File: config.mk
export PLATFORM = sky130hd
export DESIGN_NAME = trap_ctrl_n_flat
export DESIGN_NICKNAME = d
export VERILOG_FILES = /design/src/rtl/trap_ctrl_n_pkg.sv /design/src/rtl/trap_ctrl_n_if.sv /design/src/rtl/trap_ctrl_n_prio_enc.sv /design/src/rtl/trap_ctrl_n.sv /design/src/flat_wrapper.sv
export SDC_FILE = /design/constraint.sdc
export NUM_CORES = 1
export LEC_CHECK = 0
export CELL_PAD_IN_SITES_DETAIL_PLACEMENT = 0
export CELL_PAD_IN_SITES_GLOBAL_PLACEMENT = 1
export CORE_MARGIN = 2
export CORE_UTILIZATION = 29
export DETAILED_ROUTE_END_ITERATION = 10
export PLACE_DENSITY = 0.79
export SKIP_LAST_GASP = 1
export SLEW_MARGIN = 30
export SYNTH_ARGS = -nofsm -noshare
export SYNTH_HDL_FRONTEND = slang
export SYNTH_SLANG_ARGS = --single-unit
File: constraint.sdc
create_clock -name clk -period 4.1 [get_ports clk]
set_input_delay 0.82 -clock clk [delete_from_list [all_inputs] [get_ports clk]]
set_output_delay 0.82 -clock clk [all_outputs]
set_load 0.01 [all_outputs]
File: src/rtl/trap_ctrl_n_pkg.sv
// Shared definitions for the machine-mode trap controller: CSR addresses,
// mcause codes, mstatus bit positions and FSM state encoding.
package trap_ctrl_n_pkg;

    localparam int CSR_ADDR_W = 12;

    typedef logic [CSR_ADDR_W-1:0] csr_addr_t;
    typedef logic [4:0]            cause_code_t;

    localparam csr_addr_t CSR_MSTATUS = 12'h300;
    localparam csr_addr_t CSR_MTVEC   = 12'h305;
    localparam csr_addr_t CSR_MEPC    = 12'h341;
    localparam csr_addr_t CSR_MCAUSE  = 12'h342;
    localparam csr_addr_t CSR_MTVAL   = 12'h343;

    localparam cause_code_t CAUSE_INST_ERR = 5'd2;
    localparam cause_code_t CAUSE_EBREAK   = 5'd3;
    localparam cause_code_t CAUSE_MEM_ERR  = 5'd5;
    localparam cause_code_t CAUSE_ECALL    = 5'd11;
    localparam cause_code_t CAUSE_IRQ_SW   = 5'd3;
    localparam cause_code_t CAUSE_IRQ_TMR  = 5'd7;
    localparam int          IRQ_EXT_BASE   = 16;

    localparam int MSTATUS_MIE  = 3;
    localparam int MSTATUS_MPIE = 7;

    localparam logic [3:0] ST_IDLE = 4'd0;
    localparam logic [3:0] ST_WSTA = 4'd1;
    localparam logic [3:0] ST_WEPC = 4'd2;
    localparam logic [3:0] ST_WCAU = 4'd3;
    localparam logic [3:0] ST_WTVL = 4'd4;
    localparam logic [3:0] ST_JUMP = 4'd5;
    localparam logic [3:0] ST_MRST = 4'd6;
    localparam logic [3:0] ST_MRJP = 4'd7;
    localparam logic [3:0] ST_SWFI = 4'd8;

endpackage

File: src/rtl/trap_ctrl_n_if.sv
// CSR access bus between the trap controller (master) and the CSR file (slave).
// Read data is combinational for the address presented in the same cycle.
interface trap_ctrl_n_if #(parameter int XLEN = 32);
    import trap_ctrl_n_pkg::*;

    logic [XLEN-1:0]       csr_rdata;
    logic [XLEN-1:0]       csr_wdata;
    logic                  csr_we;
    logic [CSR_ADDR_W-1:0] csr_addr;

    modport master (input csr_rdata, output csr_wdata, output csr_we, output csr_addr);
    modport slave  (output csr_rdata, input csr_wdata, input csr_we, input csr_addr);
endinterface

File: src/rtl/trap_ctrl_n_prio_enc.sv
// Interrupt priority encoder: lowest-index external line first, then software,
// then timer. Purely combinational.
module trap_ctrl_n_prio_enc
    import trap_ctrl_n_pkg::*;
#(
    parameter int NUM_EXT_IRQ = 4
) (
    input  logic [NUM_EXT_IRQ-1:0] ext_pend,
    input  logic                   sw_pend,
    input  logic                   tmr_pend,
    output logic                   irq_any,
    output cause_code_t            irq_code,
    output logic [NUM_EXT_IRQ-1:0] ext_oh
);

    // Pick the winning interrupt; descending scan leaves the lowest index set.
    always_comb begin
        irq_any  = 1'b0;
        irq_code = 5'd0;
        ext_oh   = {NUM_EXT_IRQ{1'b0}};
        if (|ext_pend) begin
            irq_any = 1'b1;
            for (int i = NUM_EXT_IRQ - 1; i >= 0; i--) begin
                if (ext_pend[i]) begin
                    ext_oh    = {NUM_EXT_IRQ{1'b0}};
                    ext_oh[i] = 1'b1;
                    irq_code  = 5'(IRQ_EXT_BASE + i);
                end
            end
        end else if (sw_pend) begin
            irq_any  = 1'b1;
            irq_code = CAUSE_IRQ_SW;
        end else if (tmr_pend) begin
            irq_any  = 1'b1;
            irq_code = CAUSE_IRQ_TMR;
        end else begin
            irq_any  = 1'b0;
        end
    end

endmodule

File: src/rtl/trap_ctrl_n.sv
// Machine-mode trap controller: arbitrates exceptions and interrupts, sequences
// the mstatus/mepc/mcause/mtval updates, handles MRET/WFI and redirects the PC.
module trap_ctrl_n
    import trap_ctrl_n_pkg::*;
#(
    parameter int NUM_EXT_IRQ = 4,
    parameter int VECTORED_EN = 1,
    parameter int XLEN        = 32
) (
    input  logic                   clk,
    input  logic                   rst_n,
    trap_ctrl_n_if.master          csr,
    input  logic                   ecall_i,
    input  logic                   ebreak_i,
    input  logic                   inst_err_i,
    input  logic                   mem_err_i,
    input  logic                   mret_i,
    input  logic                   wfi_i,
    input  logic [NUM_EXT_IRQ-1:0] irq_ext_i,
    input  logic [NUM_EXT_IRQ-1:0] irq_ext_en_i,
    input  logic                   meie_i,
    input  logic                   mtie_i,
    input  logic                   msie_i,
    input  logic                   tcmp_irq_i,
    input  logic                   soft_irq_i,
    input  logic                   mstatus_mie_i,
    input  logic [XLEN-1:0]        pc_i,
    input  logic [XLEN-1:0]        inst_i,
    input  logic [XLEN-1:0]        mem_addr_i,
    input  logic [XLEN-1:0]        pc_n_i,
    output logic [XLEN-1:0]        pc_n_o,
    output logic                   trap_jump_o,
    output logic                   trap_busy_o,
    output logic [NUM_EXT_IRQ-1:0] irq_ack_o
);

    function automatic logic [XLEN-1:0] mstatus_enter(input logic [XLEN-1:0] v);
        logic [XLEN-1:0] r;
        r               = v;
        r[12:11]        = 2'b11;
        r[MSTATUS_MPIE] = v[MSTATUS_MIE];
        r[MSTATUS_MIE]  = 1'b0;
        return r;
    endfunction

    function automatic logic [XLEN-1:0] mstatus_leave(input logic [XLEN-1:0] v);
        logic [XLEN-1:0] r;
        r               = v;
        r[MSTATUS_MIE]  = v[MSTATUS_MPIE];
        r[MSTATUS_MPIE] = 1'b1;
        return r;
    endfunction

    logic [3:0]             state_r, state_n_s;
    cause_code_t            cause_r, cause_n_s, exc_code_s, irq_code_s;
    logic                   intr_r;
    logic [XLEN-1:0]        mtval_r, mtval_n_s, exc_tval_s, epc_r;
    logic [NUM_EXT_IRQ-1:0] ack_oh_r, ack_n_s, irq_oh_s, ext_pend_s;
    logic                   irq_any_s, irq_take_s, exc_any_s, latch_s, take_irq_s;
    logic [XLEN-1:0]        mcause_s, base_s, target_s;

    assign ext_pend_s = irq_ext_i & irq_ext_en_i & {NUM_EXT_IRQ{meie_i}};

    trap_ctrl_n_prio_enc #(.NUM_EXT_IRQ(NUM_EXT_IRQ)) u_prio (
        .ext_pend (ext_pend_s),
        .sw_pend  (soft_irq_i & msie_i),
        .tmr_pend (tcmp_irq_i & mtie_i),
        .irq_any  (irq_any_s),
        .irq_code (irq_code_s),
        .ext_oh   (irq_oh_s)
    );

    assign irq_take_s = mstatus_mie_i & irq_any_s;
    assign exc_any_s  = inst_err_i | ebreak_i | ecall_i | mem_err_i;

    // Exception cause and trap value in fixed priority order.
    always_comb begin
        exc_tval_s = {XLEN{1'b0}};
        if (inst_err_i) begin
            exc_code_s = CAUSE_INST_ERR;
            exc_tval_s = inst_i;
        end else if (ebreak_i) begin
            exc_code_s = CAUSE_EBREAK;
        end else if (ecall_i) begin
            exc_code_s = CAUSE_ECALL;
        end else if (mem_err_i) begin
            exc_code_s = CAUSE_MEM_ERR;
            exc_tval_s = mem_addr_i;
        end else begin
            exc_code_s = 5'd0;
        end
    end

    // Next-state logic; latch_s marks the single cycle the trap info is captured.
    always_comb begin
        state_n_s  = state_r;
        latch_s    = 1'b0;
        take_irq_s = 1'b0;
        case (state_r)
            ST_IDLE: begin
                if (exc_any_s) begin
                    state_n_s = ST_WSTA;
                    latch_s   = 1'b1;
                end else if (irq_take_s) begin
                    state_n_s  = ST_WSTA;
                    latch_s    = 1'b1;
                    take_irq_s = 1'b1;
                end else if (mret_i) begin
                    state_n_s = ST_MRST;
                end else if (wfi_i) begin
                    state_n_s = ST_SWFI;
                end else begin
                    state_n_s = ST_IDLE;
                end
            end
            ST_SWFI: begin
                if (exc_any_s) begin
                    state_n_s = ST_WSTA;
                    latch_s   = 1'b1;
                end else if (irq_take_s) begin
                    state_n_s  = ST_WSTA;
                    latch_s    = 1'b1;
                    take_irq_s = 1'b1;
                end else if (irq_any_s) begin
                    state_n_s = ST_IDLE;
                end else begin
                    state_n_s = ST_SWFI;
                end
            end
            ST_WSTA: state_n_s = ST_WEPC;
            ST_WEPC: state_n_s = ST_WCAU;
            ST_WCAU: state_n_s = ST_WTVL;
            ST_WTVL: state_n_s = ST_JUMP;
            ST_MRST: state_n_s = ST_MRJP;
            default: state_n_s = ST_IDLE;
        endcase
    end

    assign cause_n_s = take_irq_s ? irq_code_s : exc_code_s;
    assign mtval_n_s = take_irq_s ? {XLEN{1'b0}} : exc_tval_s;
    assign ack_n_s   = take_irq_s ? irq_oh_s : {NUM_EXT_IRQ{1'b0}};

    // State register and latched trap information.
    always_ff @(posedge clk or negedge rst_n) begin
        if (!rst_n) begin
            state_r  <= ST_IDLE;
            cause_r  <= 5'd0;
            intr_r   <= 1'b0;
            mtval_r  <= {XLEN{1'b0}};
            epc_r    <= {XLEN{1'b0}};
            ack_oh_r <= {NUM_EXT_IRQ{1'b0}};
        end else begin
            state_r <= state_n_s;
            if (latch_s) begin
                cause_r  <= cause_n_s;
                intr_r   <= take_irq_s;
                mtval_r  <= mtval_n_s;
                epc_r    <= pc_i;
                ack_oh_r <= ack_n_s;
            end
        end
    end

    always_comb begin
        mcause_s         = {XLEN{1'b0}};
        mcause_s[4:0]    = cause_r;
        mcause_s[XLEN-1] = intr_r;
    end

    assign base_s = {csr.csr_rdata[XLEN-1:2], 2'b00};

    // Vectored offset is only ever applied to interrupts.
    always_comb begin
        if ((VECTORED_EN != 0) && (csr.csr_rdata[1:0] == 2'b01) && intr_r) begin
            target_s = base_s + {{(XLEN-7){1'b0}}, cause_r, 2'b00};
        end else begin
            target_s = base_s;
        end
    end

    // CSR bus and PC redirect decoded from the current state.
    always_comb begin
        csr.csr_we    = 1'b0;
        csr.csr_addr  = 12'h000;
        csr.csr_wdata = {XLEN{1'b0}};
        trap_jump_o   = 1'b0;
        irq_ack_o     = {NUM_EXT_IRQ{1'b0}};
        pc_n_o        = pc_n_i;
        case (state_r)
            ST_WSTA: begin
                csr.csr_we    = 1'b1;
                csr.csr_addr  = CSR_MSTATUS;
                csr.csr_wdata = mstatus_enter(csr.csr_rdata);
            end
            ST_WEPC: begin
                csr.csr_we    = 1'b1;
                csr.csr_addr  = CSR_MEPC;
                csr.csr_wdata = epc_r;
            end
            ST_WCAU: begin
                csr.csr_we    = 1'b1;
                csr.csr_addr  = CSR_MCAUSE;
                csr.csr_wdata = mcause_s;
            end
            ST_WTVL: begin
                csr.csr_we    = 1'b1;
                csr.csr_addr  = CSR_MTVAL;
                csr.csr_wdata = mtval_r;
            end
            ST_JUMP: begin
                csr.csr_addr = CSR_MTVEC;
                trap_jump_o  = 1'b1;
                irq_ack_o    = ack_oh_r;
                pc_n_o       = target_s;
            end
            ST_MRST: begin
                csr.csr_we    = 1'b1;
                csr.csr_addr  = CSR_MSTATUS;
                csr.csr_wdata = mstatus_leave(csr.csr_rdata);
            end
            ST_MRJP: begin
                csr.csr_addr = CSR_MEPC;
                trap_jump_o  = 1'b1;
                pc_n_o       = {csr.csr_rdata[XLEN-1:1], 1'b0};
            end
            default: begin
                pc_n_o = pc_n_i;
            end
        endcase
    end

    // Stall whenever a sequence is running or is being started this cycle.
    always_comb begin
        if (state_r != ST_IDLE) begin
            trap_busy_o = 1'b1;
        end else begin
            trap_busy_o = exc_any_s | irq_take_s | mret_i | wfi_i;
        end
    end

endmodule

File: src/flat_wrapper.sv
// flat-port wrapper written by rule: the top's interface ports become plain ports
module trap_ctrl_n_flat import trap_ctrl_n_pkg::*;
#(
    parameter int NUM_EXT_IRQ = 4,
    parameter int VECTORED_EN = 1,
    parameter int XLEN        = 32
)
  (clk, rst_n, ecall_i, ebreak_i, inst_err_i, mem_err_i, mret_i, wfi_i, irq_ext_i, irq_ext_en_i, meie_i, mtie_i, msie_i, tcmp_irq_i, soft_irq_i, mstatus_mie_i, pc_i, inst_i, mem_addr_i, pc_n_i, pc_n_o, trap_jump_o, trap_busy_o, irq_ack_o, csr_csr_rdata, csr_csr_wdata, csr_csr_we, csr_csr_addr);
  trap_ctrl_n_if #(.XLEN(XLEN)) csr_i ();
  input  logic clk;
  input  logic rst_n;
  input  logic ecall_i;
  input  logic ebreak_i;
  input  logic inst_err_i;
  input  logic mem_err_i;
  input  logic mret_i;
  input  logic wfi_i;
  input  logic [NUM_EXT_IRQ-1:0] irq_ext_i;
  input  logic [NUM_EXT_IRQ-1:0] irq_ext_en_i;
  input  logic meie_i;
  input  logic mtie_i;
  input  logic msie_i;
  input  logic tcmp_irq_i;
  input  logic soft_irq_i;
  input  logic mstatus_mie_i;
  input  logic [XLEN-1:0] pc_i;
  input  logic [XLEN-1:0] inst_i;
  input  logic [XLEN-1:0] mem_addr_i;
  input  logic [XLEN-1:0] pc_n_i;
  output logic [XLEN-1:0] pc_n_o;
  output logic trap_jump_o;
  output logic trap_busy_o;
  output logic [NUM_EXT_IRQ-1:0] irq_ack_o;
  input wire logic [$bits(csr_i.csr_rdata)-1:0] csr_csr_rdata;
  output wire logic [$bits(csr_i.csr_wdata)-1:0] csr_csr_wdata;
  output wire logic [$bits(csr_i.csr_we)-1:0] csr_csr_we;
  output wire logic [$bits(csr_i.csr_addr)-1:0] csr_csr_addr;
  assign csr_i.csr_rdata = csr_csr_rdata;
  assign csr_csr_wdata = csr_i.csr_wdata;
  assign csr_csr_we = csr_i.csr_we;
  assign csr_csr_addr = csr_i.csr_addr;
  trap_ctrl_n #(.NUM_EXT_IRQ(NUM_EXT_IRQ), .VECTORED_EN(VECTORED_EN), .XLEN(XLEN)) u_core (.clk(clk), .rst_n(rst_n), .csr(csr_i), .ecall_i(ecall_i), .ebreak_i(ebreak_i), .inst_err_i(inst_err_i), .mem_err_i(mem_err_i), .mret_i(mret_i), .wfi_i(wfi_i), .irq_ext_i(irq_ext_i), .irq_ext_en_i(irq_ext_en_i), .meie_i(meie_i), .mtie_i(mtie_i), .msie_i(msie_i), .tcmp_irq_i(tcmp_irq_i), .soft_irq_i(soft_irq_i), .mstatus_mie_i(mstatus_mie_i), .pc_i(pc_i), .inst_i(inst_i), .mem_addr_i(mem_addr_i), .pc_n_i(pc_n_i), .pc_n_o(pc_n_o), .trap_jump_o(trap_jump_o), .trap_busy_o(trap_busy_o), .irq_ack_o(irq_ack_o));
endmodule
==> summary.txt, run 1 <==
Run status
  – Outcome: complete, but fails checks
  – Violated checks: negative setup slack

Floorplan
  – Row count: between 40 and 50
  – Boundary pin count: 265
  – Die ar.: 19720 µm²
  – Vert. Die Dim: roughly 140 µm
  – Initial Util: between 20% and 30%
  – Core area: 18090 µm²
  – DIE WIDTH: 140.4 µm

GRT
  – Global Route Usage Sum: 21.68%
  – Gr ovfl total: 0
  – Largest net degree at the start of global routing: 79
  – Global-route wire length before repair: 33090 µm
  – Antenna violations before repair: 0
  – Number of global-route vias before repair: 5774

Placement
  – Cells after DPL: around 1100
  – Dpl hpwl: about 17000 µm
  – Placed cell areas: 8673 µm²
  – Gpl congestion: 0.8798
  – I/O Buffers: 258

Timing
  – Tcrit/Tclk final: 100.5%
  – Max-slew violations: 0
  – Hold Violations, Final: 0
  – Endpoints failing setup: 1
  – Post-route worst setup slack: -0.02110 ns
  – Fmax: 242.7 MHz
  – Slew HR: between 40% and 50%
  – Unrepaired setup endpoints after global routing: yes
  – Worst-Margin Slew: around 0.84 ns
  – Clock Skews: 0.01152 ns
  – Crit path time final: 4.121 ns

Synth
  – Seq cells post-synth: 78
  – Netlist Area Pre-Place: 5398 µm²
  – Primary FF master, synth: dfrtp_1
  – Post-Syn Area per Cell: between 8 and 9 µm²
  – Synth warnings: 0
  – Register area share after synthesis: 36.16%
  – Syn Inst Count: 624
  – Ys async rst share: 100.0%
  – Distinct cells, synth: 63
  – Post-synth EDFFs: 0

Cells and area
  – Total Nets Final: approximately 1100
  – Antenna Cells: 0
  – Cell Count, Final, Fillers Out: 1165
  – Syn-to-layout area delta: 68.47%
  – Fillers: 1764
  – Fin area: 9094 µm²
  – Share of cells above drive strength 1: 17.41%

Critical path
  – Worst setup SP type: primary input
  – CP Max Fanout: 5
  – Crit end category: primary output
  – Worst Path Required: 3.28 ns
  – WP data arrival: 3.30 ns
  – Critical path class: in2out

Pwr
  – Worst vdd ir: 0.0002806 V
  – Power per Cell Area: 562.0 nW/µm²
  – P_leak: 3.826 nW
  – Total power: 0.005111 W

Route
  – DRT Pass-1 Iters: 5
  – Remaining antenna violation count: 0
  – DRC: 0
  – Drt total wl: roughly 22000 µm
  – Drt wl/cell: 18.72 µm
  – Vias per cell: 5.135
  – DR iter-0 viols: 360
  – Routed via count: 5982

Min path
  – Hold crit path type: reg2reg

Clock network
  – TritonCTS Buffers: 9
  – CTS H-tree lvls: 3
  – TritonCTS clock tree: done
  – Maximum root-to-sink buffer count: 2
  – Hold_buf cts: 0
  – TritonCTS Sinks: 78
  – Root buf cell: clkbuf_16
  – Reg clk slew, reported paths: 0.06 ns
  – Clock Latency Late Sink: 0.34 ns

Job
  – Maxcap violations: 0
[through the flow]
step	util, %	hold WS, ns	TNS, ns	setup slack [ns]
2_1_floorplan	-	0.4402	0	0.4923
3_3_place_gp	47.96	0.4576	-5.536	-0.5551
3_5_place_dp	47.96	0.4666	-5.987	-0.5910
4_1_cts	49.80	0.4814	-0.1119	-0.05648
5_1_grt	50.28	0.5113	-0.1338	-0.1089
6_report	50.28	0.4773	-0.02110	-0.02110
[synthesized netlist by cell type, types with 13 or more instances]
cell | count | share of area (%)
and2_1 | 14 | 1.6
xnor2_1 | 19 | 3.1
nand2_1 | 103 | 7.2
dfrtp_1 | 78 | 36
a21oi_1 | 16 | 1.5
clkbuf_1 | 28 | 1.9
nand3_1 | 21 | 1.9
o21ai_0 | 64 | 5.9
a22oi_1 | 36 | 5.0
mux2_2 | 35 | 7.3
buf_4 | 13 | 1.8
a222oi_1 | 28 | 5.2
nor2_1 | 22 | 1.5
inv_1 | 30 | 2.1
[kinds of logic (layout without fill, tap and decap cells)]
group                    count (synthesis)  count (layout)  share of synthesized area, %
AND/OR/NAND/NOR                        204             204                         18.27
AO/OA/AOI/OAI                          193             193                         25.66
buffers and inverters                   83             390                         7.047
flip-flops                              78              78                         36.16
multiplexers                            38              38                         7.858
XOR/XNOR                                21              21                         3.408
adder cells (fa/ha/maj)                  6               6                         1.530
other                                    1               6                       0.06947
[timing repair]
action / in CTS / in global routing
resized for setup: 33 / 16
pin swaps: 2 / 2
setup endpoints to repair: 23 / 21
setup buffers: 0 / 3
hold endpoints to repair: 0 / 0
[cell type report]
class                   instances  area, µm²  area share (%)
repair buffers                344       3226           35.47
clock buffers                  11      232.7           2.559
inverters                      30      112.6           1.238
multi-input cells             468       3202           35.21
well taps                     229      286.5           3.151
clock inverters                 5      82.58          0.9081
flip-flops and latches         78       1952           21.46
[critical path, stage by stage]
cell	delay, ns
clkdlybuf4s50_1	0.49
inv_1	0.07
fa_2	0.41
nor2b_4	0.16
o31ai_4	0.12
a21o_1	0.25
buf_4	0.15
or4b_1	0.47
nand3_1	0.09
clkdlybuf4s15_1	0.25
[where the power goes]
| group | total (W) | internal, W | switching [W] |
|---|---|---|---|
| registers | 0.00133 | 0.00112 | 0.000209 |
| clock network | 0.000865 | 0.000536 | 0.000328 |
| logic | 0.00292 | 0.00149 | 0.00143 |
[worst paths after layout]
kind,startpoint,to,slack [ns],cells past startpoint
max,csr_csr_rdata[3],pc_n_o[28],-0.02,10
max in group asynchronous,rst_n,u_core.epc_r[30],2.76,2
max reg2reg,u_core.state_r[1],u_core.cause_r[1],2.16,7
min reg2reg,u_core.ack_oh_r[3],u_core.ack_oh_r[3],0.48,2
min in group asynchronous,rst_n,u_core.mtval_r[16],0.57,1
min,u_core.ack_oh_r[3],u_core.ack_oh_r[3],0.48,2
[cell usage in the layout, fill, tap and decap left out, types with 3 or more instances in the layout]
cell type and instances:
ha_1 4, nand2_1 103, nand3_1 21, a222oi_1 28, nor2_1 22, o21a_1 3
a22oi_1 36, nand4_1 10, conb_1 6, clkbuf_16 9, and2_1 14, xnor2_1 19
buf_4 86, o21ai_0 64, and4_1 4, o31ai_1 3, a21o_1 4, clkdlybuf4s50_1 232
nor2b_1 6, mux2_2 35, a2111oi_4 5, dfrtp_1 78, inv_1 30, o21ai_1 4
nor3_1 4, a211oi_1 7, dlygate4sd2_1 15, a2111oi_2 3, a21oi_1 16, mux2i_1 3
a31oi_1 5, dlymetal6s2s_1 6
[sequential cells by signal, summed over array words and instances, names as in the netlist]
signal / cells
u_core.mtval_r: 32
u_core.ack_oh_r: 4
u_core.epc_r: 32
u_core.intr_r: 1
u_core.cause_r: 5
u_core.state_r: 4
[layer usage]
layer / track usage [%] / share of wire (%) / up-vias
met1: 30.58 / 46 / 2823
li1: - / - / 2899
met4: 6.752 / 1.9 / 0
met5: 0 / 0 / -
met3: 2.838 / 5.9 / 26
met2: 34.60 / 46 / 234
Note: power is estimated with default switching activity, not from simulation.
==> run 2, diff against run 1 <==
- CELL_PAD_IN_SITES_DETAIL_PLACEMENT: 0 -> not set
- CELL_PAD_IN_SITES_GLOBAL_PLACEMENT: 1 -> not set
- CORE_UTILIZATION: 29 -> 41
- CTS_CLUSTER_DIAMETER: not set -> 100
==> summary.txt, run 2 (synthesis results as in run 1) <==
Route
  – Routed via count: 6252
  – Remaining antenna violation count: 0
  – Vias per cell: 5.710
  – Met2 routed WL: roughly 10000 µm
  – Drt total wl: 21420 µm
  – DR iter-0 viols: approximately 600
  – Met1 WL: 8468 µm
  – Highest metal used: met4
  – DRT Pass-1 Iters: 6
  – DRC: 0
  – Metal3 WL: 2063 µm
  – Drt wl/cell: just under 20 µm

Timing
  – Tcrit/Tclk final: between 90 and 100%
  – Hold Violations, Final: 0
  – Fmax: 247.8 MHz
  – Clock Skews: 0.004814 ns
  – Endpoints failing setup: 0
  – Unrepaired setup endpoints after global routing: no
  – Slew HR: 46.69%
  – Post-route worst setup slack: about 0.065 ns
  – Crit path time final: 4.035 ns
  – Max-slew violations: 0
  – Worst-Margin Slew: between 0.7 and 0.8 ns

Clock network
  – Reg clk slew, reported paths: ~0.060 ns
  – TritonCTS Sinks: 78
  – Root buf cell: clkbuf_16
  – Maximum root-to-sink buffer count: 2
  – TritonCTS clock tree: done
  – Clock Latency Late Sink: approximately 0.34 ns
  – Hold_buf cts: 0
  – TritonCTS Buffers: 9
  – CTS H-tree lvls: 3

Cells and area
  – Most common cell after layout, fill and taps aside: clkdlybuf4s50_1
  – Finished Core Util: 70.10%
  – Fillers: 1037
  – Most frequent cells in the layout: clkdlybuf4s50_1 (232), nand2_1 (103), dfrtp_1 (78)
  – Total Nets Final: 1106
  – Share of cells above drive strength 1: 17.23%
  – Antenna Cells: 0
  – Syn-to-layout area delta: 65.23%
  – Regs by FF count: u_core.epc_r x32, u_core.mtval_r x32, u_core.cause_r x5

Floorplan
  – Boundary pin count: 265
  – Die ar.: 14100 µm²
  – Core area: 12720 µm²
  – Row count: 41
  – DIE WIDTH: 118.7 µm
  – Vert. Die Dim: roughly 120 µm
  – Initial Util: 42.43%

GRT
  – Global Route Usage Sum: 29.84%
  – Gr ovfl total: 0
  – Global-route wire length before repair: 33260 µm
  – Antenna violations before repair: 0
  – Number of global-route vias before repair: 6386
  – Largest net degree at the start of global routing: 79

Critical path
  – Crit end category: primary output
  – WP data arrival: 3.22 ns
  – Worst Path Required: around 3.3 ns
  – Critical path class: in2out
  – Worst setup SP type: primary input
  – CP Max Fanout: 4

Placement
  – Gpl congestion: 0.9343
  – Dpl hpwl: 16510 µm
  – Pre-CTS worst setup slack: -0.5612 ns
  – I/O Buffers: 258

Pwr
  – Power per Cell Area: 566.0 nW/µm²
  – Worst vdd ir: 0.0003154 V
  – P_leak: 3.719 nW

Job
  – Maxcap violations: 0

Min path
  – Hold crit path type: in2async

Run status
  – Outcome: finished clean
[run 2: path summary, 6_finish.rpt]
path	startpoint	to	slack (ns)	depth (start not counted)
setup / recovery	csr_csr_rdata[6]	pc_n_o[30]	0.06	10
hold / removal	rst_n	u_core.mtval_r[21]	0.48	1
setup reg to reg	u_core.state_r[1]	u_core.ack_oh_r[3]	1.73	7
hold reg to reg	u_core.ack_oh_r[1]	u_core.ack_oh_r[1]	0.48	2
max in group asynchronous	rst_n	u_core.epc_r[8]	3.06	1
min in group clk	u_core.ack_oh_r[1]	u_core.ack_oh_r[1]	0.48	2
[run 2: per-stage QoR]
| stage | setup TNS (ns) | cell area, µm² | hold slack, ns | power (W) | std cells |
|---|---|---|---|---|---|
| floorplan | 0 | 5416 | 0.4402 | 0.002820 | 629 |
| global placement | -5.139 | 8462 | 0.4594 | 0.004107 | 1072 |
| detailed placement | -7.458 | 8463 | 0.4714 | 0.004185 | 1072 |
| CTS | -0.07107 | 8890 | 0.4842 | 0.005037 | 1094 |
| global route | 0 | 8919 | 0.5086 | 0.005351 | 1095 |
| finish | 0 | 8919 | 0.4750 | 0.005048 | 1095 |
[run 2: cell type report]
class                   count  area [µm²]  share of cell area, %
clock buffers              13       260.3                  2.918
clock inverters             3       42.54                 0.4770
inverters                  30       112.6                  1.263
multi-input cells         468        3233                  36.25
flip-flops and latches     78        1952                  21.89
well taps                 172       215.2                  2.413
repair buffers            331        3103                  34.79
[run 2: per-layer routing]
layer  GRT usage [%]  vias up
met5               0        -
met4           10.49        0
met3           8.446       43
met2           49.53      362
met1           37.04     2959
li1                -     2888
[run 2: what timing repair did]
item | 4_1_cts | 5_1_grt
setup endpoints to repair | 26 | 12
gates resized for setup | 45 | 13
setup buffers | 6 | 1
pin swaps | 9 | 3
[run 2: power by group]
group | internal, W | switching (W)
registers | 0.00112 | 0.000260
clock network | 0.000504 | 0.000315
logic | 0.00146 | 0.00139
[run 2: worst max-delay path, cell delays in order]
cell and delay (ns):
clkdlybuf4s50_1 0.45, ha_1 0.36, o21a_1 0.20, o31ai_4 0.11, buf_4 0.18, a2111oi_2 0.35, buf_4 0.17, mux2i_2 0.22
nand2_1 0.07, dlygate4sd2_1 0.28
